[config.mk]
export PLATFORM = sky130hd
export DESIGN_NAME = addr_readback
export DESIGN_NICKNAME = d
export VERILOG_FILES = /design/src/rtl/addr_readback.sv
export SDC_FILE = /design/constraint.sdc
export NUM_CORES = 1
export LEC_CHECK = 0
export ABC_AREA = 1
export CAP_MARGIN = 20
export CORE_ASPECT_RATIO = 0.5
export CORE_MARGIN = 3
export CORE_UTILIZATION = 41
export DETAILED_ROUTE_END_ITERATION = 16
export GPL_TIMING_DRIVEN = 0
export HOLD_SLACK_MARGIN = 0.03
export PLACE_DENSITY_LB_ADDON = 0.08
export SLEW_MARGIN = 20
export SYNTH_ARGS = -nofsm -noshare
export SYNTH_HDL_FRONTEND = slang
export SYNTH_SLANG_ARGS = --single-unit
export TNS_END_PERCENT = 10
[constraint.sdc]
create_clock -name clk_i -period 1.8 [get_ports clk_i]
set_input_delay 0.54 -clock clk_i [delete_from_list [all_inputs] [get_ports clk_i]]
set_output_delay 0.54 -clock clk_i [all_outputs]
set_load 0.02 [all_outputs]
[src/rtl/addr_readback.sv]
// addr_readback: registered read-back of the blitter A1/A2 x/y address halves
//   clk_i          system clock
//   reset_i        synchronous active-high reset
//   rd_req_i       single-cycle read request, no back-pressure
//   rd_sel_i       0 A1 pixel, 1 A1 fraction, 2 A2 pixel, 3 reserved (zero)
//   narrow_i       1 = 16-bit CPU access, 0 = 32-bit GPU access
//   hiword_i       narrow only: 1 = y half, 0 = x half
//   a1_*/a2_*_i    live address halves
//   dout_o         read data, x on [0:15], y on [16:31]
//   dout_valid_o   one-cycle data strobe
//   hold_valid_o   a narrow snapshot is pending
// Optional macro ADDR_RDBK_TIMEOUT_EN expires a snapshot after HOLD_TIMEOUT cycles.
module addr_readback #(
   parameter int HOLD_TIMEOUT = 255
) (
   input  logic        clk_i,
   input  logic        reset_i,
   input  logic        rd_req_i,
   input  logic [0:1]  rd_sel_i,
   input  logic        narrow_i,
   input  logic        hiword_i,
   input  logic [0:15] a1_x_i,
   input  logic [0:15] a1_y_i,
   input  logic [0:15] a1_fx_i,
   input  logic [0:15] a1_fy_i,
   input  logic [0:15] a2_x_i,
   input  logic [0:15] a2_y_i,
   output logic [0:31] dout_o,
   output logic        dout_valid_o,
   output logic        hold_valid_o
);
   typedef enum logic {IDLE, HELD} state_t;
   if (HOLD_TIMEOUT < 1 || HOLD_TIMEOUT > 65535) begin : g_bad_timeout
      $error("HOLD_TIMEOUT out of range");
   end
   state_t      state_q, state_d;
   logic [0:31] dout_q, dout_d;
   logic        valid_q, valid_d;
   logic [0:15] hold_y_q, hold_y_d;
   logic [0:1]  tag_q, tag_d;
   logic [0:15] sel_x, sel_y;
   logic        timeout;
   assign sel_x = rd_sel_i == 2'd0 ? a1_x_i : rd_sel_i == 2'd1 ? a1_fx_i :
                  rd_sel_i == 2'd2 ? a2_x_i : 16'h0;
   assign sel_y = rd_sel_i == 2'd0 ? a1_y_i : rd_sel_i == 2'd1 ? a1_fy_i :
                  rd_sel_i == 2'd2 ? a2_y_i : 16'h0;
`ifdef ADDR_RDBK_TIMEOUT_EN
   logic [15:0] cnt_q, cnt_d;
   assign timeout = state_q == HELD && cnt_q == 16'(HOLD_TIMEOUT);
   // counter restarts on every fresh snapshot, runs only while HELD
   assign cnt_d = rd_req_i && narrow_i && !hiword_i ? 16'h0 :
                  state_q == HELD ? cnt_q + 16'h1 : cnt_q;
   always_ff @(posedge clk_i) cnt_q <= reset_i ? 16'h0 : cnt_d;
`else
   assign timeout = 1'b0;
`endif
   always_comb begin
      state_d  = timeout ? IDLE : state_q;
      dout_d   = dout_q;
      valid_d  = rd_req_i;
      hold_y_d = hold_y_q;
      tag_d    = tag_q;
      if (rd_req_i) begin
         if (!narrow_i) begin
            dout_d  = {sel_x, sel_y};
            state_d = IDLE;
         end else if (!hiword_i) begin
            dout_d   = {sel_x, 16'h0};
            hold_y_d = sel_y;
            tag_d    = rd_sel_i;
            state_d  = HELD;
         end else begin
            // a high read in the timeout cycle still sees the snapshot
            dout_d  = {16'h0, state_q == HELD && tag_q == rd_sel_i ? hold_y_q : sel_y};
            state_d = IDLE;
         end
      end
   end
   always_ff @(posedge clk_i) begin
      if (reset_i) begin
         state_q  <= IDLE;
         dout_q   <= '0;
         valid_q  <= 1'b0;
         hold_y_q <= '0;
         tag_q    <= '0;
      end else begin
         state_q  <= state_d;
         dout_q   <= dout_d;
         valid_q  <= valid_d;
         hold_y_q <= hold_y_d;
         tag_q    <= tag_d;
      end
   end
   assign dout_o       = dout_q;
   assign dout_valid_o = valid_q;
   assign hold_valid_o = state_q == HELD;
endmodule

Word level (Yosys, flattened, before mapping)
Cells that the tools add are included.

Word-level logic and storage cells: 23. Bits in writable memories: 0. Bits of input ports: 103. ROM bits: 0. Register bits after elaboration: 52. Memories kept: 0. Latch bits: 0.

Multipliers: 0. Bitwise logic cells: 1. Equal/unequal tests: 3. Shift operators: 0. Div/mod/pow operators: 0. Order comparisons: 0. Reductions and logical operators: 3. Multiplexer cells: 11. Add/subtract/negate cells: 0.

Operators by type and width (count): two-way mux 16 bit (7); two-way mux 32 bit (2); AND reduction 3 bit (1); equality test 2 x 1 -> 1 bit, second input constant (1); equality test 2 bit (1); equality test 2 bit, second input constant (1); logical NOT 2 bit (1); two-way mux 1 bit (2); logical AND 1 bit (1); NOT 1 bit (1).

Depth between registers and ports, before layout
Word-level depth: 7. Mapped depth: 10.

Worst setup path after synthesis
No wires, ideal clock.

Path type: input port to flip-flop. From: input port rd_sel_i[1] (netlist name). To: register dout_q, in the netlist dout_o[28]. Slack: 169 ps. Arrival time: 1499 ps. Library setup time: 132 ps. Buffers on the path: 3. Stages: 8. Path through: buf_4 > inv_2 > buf_6 > a21oi_4 > buf_2 > nand3_1 > nand3_1 > a21oi_1.

Longest elaborated chain between the ends: 7. Elaborated cells between the ends (all ways): 11. Those cells by class: 3 x eq/ne; 6 x mux; 2 x reduce/logical.

Ends and longest elaborated chain: start, declared (line 19) `input logic [0:1] rd_sel_i,`; equality test 2 bit (line 46) `rd_sel_i == 2'd2 ? a2_y_i : 16'h0;`; two-way mux 16 bit (line 46); two-way mux 16 bit (2 in a row) (line 45) `assign sel_y = rd_sel_i == 2'd0 ? a1_y_i : rd_sel_i == 2'd1 ? a1_fy_i :`; two-way mux 16 bit (line 74) `dout_d = {16'h0, state_q == HELD && tag_q == rd_sel_i ? hold_y_q : sel_y};`; two-way mux 32 bit (line 67) `end else if (!hiword_i) begin`; two-way mux 32 bit (*) (line 64) `if (!narrow_i) begin`; end signal, assigned (line 88) `dout_q <= dout_d;`; end, declared (line 37) `logic [0:31] dout_q, dout_d;`.

Every way passes the cells marked *; elsewhere a longest branch is shown, timed or not. A chain may end at the register's enable or synchronous reset.

Final worst setup path
From: register dout_q, in the netlist dout_o[14]. To: output port dout_o[14] (netlist name).

RTL lines: end, declared (line 28) `output logic [0:31] dout_o,`.

No word-level cell between the ends.

==> flow_summary.yaml <==
finish:
  layout.cells.non_filler: 680
  area.growth.synth_to_final_pct: 62.8
  antenna_cells: 0
  drive_gt1_share_pct: 7.60
  multiInputGateArea_um2: 1490
  layout_commonest_cell: "nand2_1"
  final.fill_count: 570
  nNetsFinal: 694
  final_cell_mix: "132 x nand2_1, 110 x clkdlybuf4s50_1, 80 x nand3_1"
  seq_area_um2: 1040
power:
  p_switching_mw: 0.789
  power_density_nw_per_um2: 649
  clockPowerShare_pct: 33.1
  p_total_mw: 2.93
  pwr-share-comb_pct: 24.6
  switching_share_pct: 26.9
  p_int_mw: 2.14
  ir_drop_uv: 482
  p_leak_nw: 2.21
  seqPwrFrac_pct: 42.3
setup_path:
  r2r_end: "dout_o[28]$_SDFFE_PP0P_"
  cpPeakStageDelay_ns: 0.62
  crit_arrival_ns: 1.23
  cp-end-kind: "primary output"
  reg2reg_from: "tag_q[0]$_SDFFE_PP0P_"
  rrSetupSlack_ns: 0.48
  cp_cell_sequence: "clkdlybuf4s50_1"
  crit_type: "flip-flop to primary output"
  worst_path_dominant_cell_family: "buffers and inverters"
  crit_fanout: 2
  crit_buf_inv: 1
  crit_slowest_cell: "clkdlybuf4s50_1"
  cp-start-kind: "flip-flop"
  reg2reg_depth: 9
  required_ns: 1.26
clock_tree:
  clock_sinks: 52
  cts_root_buf: "clkbuf_16"
  clk_pin_slew_ns: 0.07
  htreeDepth: 2
  clk_path_buf_depth: 2
  cts_tree: "built"
  cts-buffers-inserted: 5
  clk_latency_ns: 0.28
synth:
  netlist.area_leader.share_pct: 37.6
  syn-num-nets: 548
  synth_top_area_cell: "dfxtp_1"
  synth-seq-cells: 52
  syn-instance-count: 445
  ys_warn_count: 0
  synth_area_um2: 2770
  synthTopCellsByArea: "dfxtp_1 38%, nand2_1 18%, nand3_1 14%"
  synth.distinct_cells: 17
  avgSynthCellArea_um2: 6.23
  ys_seq_area_share_pct: 37.6
global_routing:
  met2_usage_pct: 36.8
  overflow: 0
  grtUsageMet3_pct: 5.84
  grt_pass1_wl_um: 13800
  busiest_layer: "met2"
  grt_pass1_vias: 3040
  antenna_found_initial: 0
  grt_max_degree: 17
  grt_usage_pct: 21.7
  grt.met1_usage_pct: 28.1
detailed_routing:
  drt-initial-drc-count: 150
  wl_um: 8730
  drc: 0
  antenna_left: 0
  vias: 3310
  wire_per_inst_um: 12.8
  via_per_inst: 4.87
  dr.pass1.iters: 4
sta:
  tightest_slew_ns: 0.427
  fmax_ghz: 0.566
  finalCritPeriodShare_pct: 98.2
  skew_ns: 0.00254
  min_period_ns: 1.77
  hold_viol: 0
  setup_viol: 0
  fin_hold_ws_ns: 0.463
  slew_viol_final: 0
  relSlewSlack_pct: 71.5
placed_design:
  place_inst: 667
  post-dp-hpwl_um: 6600
  gp_congestion: 0.780
  port_buffers: 134
floorplanning:
  chipHeight_um: 64.1
  rows: 20
  die_x_um: 122
  io_pins: 137
  core_area_um2: 6310
  dieArea_um2: 7840
  start_util_pct: 43.9
worst_hold_path:
  whs_path_depth: 2
  worstHoldStart: "dout_o[28]$_SDFFE_PP0P_"
  min_to: "dout_o[28]$_SDFFE_PP0P_"
  min_path_type: "flip-flop to flip-flop"
run:
  maxCapViolCount: 0
status:
  status: "completed"
layer usage:
metal,vias up,share of wire [%]
li1,1720,-
met1,1478,44
met2,104,48
met3,8,7.2
met4,0,0.87
met5,-,0
power groups by stage:
stage	Combinational (mW)	Clock (mW)	Sequential [mW]
after detailed placement	0.703	0	1.27
final	0.721	0.968	1.24
after floorplan	0.282	0	1.31
after global placement	0.695	0	1.26
after CTS	0.713	0.975	1.24
after global routing	0.789	1.02	1.25
tightest hold or removal path, cell delays in order, from the launching register on:
cell,delay [ns]
dfxtp_1,0.31
nand2_1,0.06
a21oi_1,0.05
flip-flops by register name, summed over array words and instances (netlist names):
name and count:
dout_valid_o 1, hold_y_q 16, dout_o 32, tag_q 2
hold_valid_o 1
area by class of cell:
| type | instances | area share, % |
|---|---|---|
| buffer | 26 | 3.38 |
| clock inverter | 1 | 0.166 |
| multi-input combinational | 326 | 32.9 |
| inverter | 40 | 3.33 |
| clock buffer | 7 | 3.16 |
| tap | 88 | 2.44 |
| timing repair buffer | 140 | 31.5 |
| sequential | 52 | 23.1 |
cell usage after synthesis, drive strengths merged:
master / instances
nand2: 134
nand3: 80
a21oi: 52
dfxtp: 52
nor2: 41
inv: 40
o21ai: 19
clkbuf: 14
buf: 13
cells by family after synthesis:
logic type | after synthesis | synth area share, %
AND/OR/NAND/NOR | 255 | 39.1
AO/OA/AOI/OAI | 71 | 13.2
buffers and inverters | 67 | 10.2
flip-flops | 52 | 37.6
timing repair:
| item | in CTS | in global routing |
|---|---|---|
| hold buffers | 0 | 0 |
| endpoints found under the setup margin | 49 | 54 |
| resized for setup | 23 | 28 |
| buffers inserted | 1 | 5 |
| pin swaps | 1 | 1 |
stage by stage:
step,cell area (um2),TNS (ns),util (%),setup slack (ns)
floorplan,2770,0,-,0.169
global placement,4220,-20.27,67.0,-0.599
detailed placement,4220,-22.14,67.0,-0.668
CTS,4410,-0.0548,69.9,-0.0437
global route,4510,-0.0138,71.6,-0.0109
finish,4510,0,71.6,0.0323
worst max-delay path by stage:
stage	slack, ns	depth (start not counted)	end	start
after CTS	-0.04	6	dout_o[28]$_SDFFE_PP0P_	rd_req_i
final	0.03	1	dout_o[14]	dout_o[14]$_SDFFE_PP0P_
after detailed placement	-0.67	6	dout_o[28]$_SDFFE_PP0P_	rd_req_i
after floorplan	0.17	8	dout_o[28]$_SDFFE_PP0P_	rd_sel_i[1]
after global placement	-0.60	6	dout_o[28]$_SDFFE_PP0P_	rd_req_i
after global routing	-0.01	6	dout_o[20]$_SDFFE_PP0P_	rd_req_i
Power figures use the tool's default switching activity.
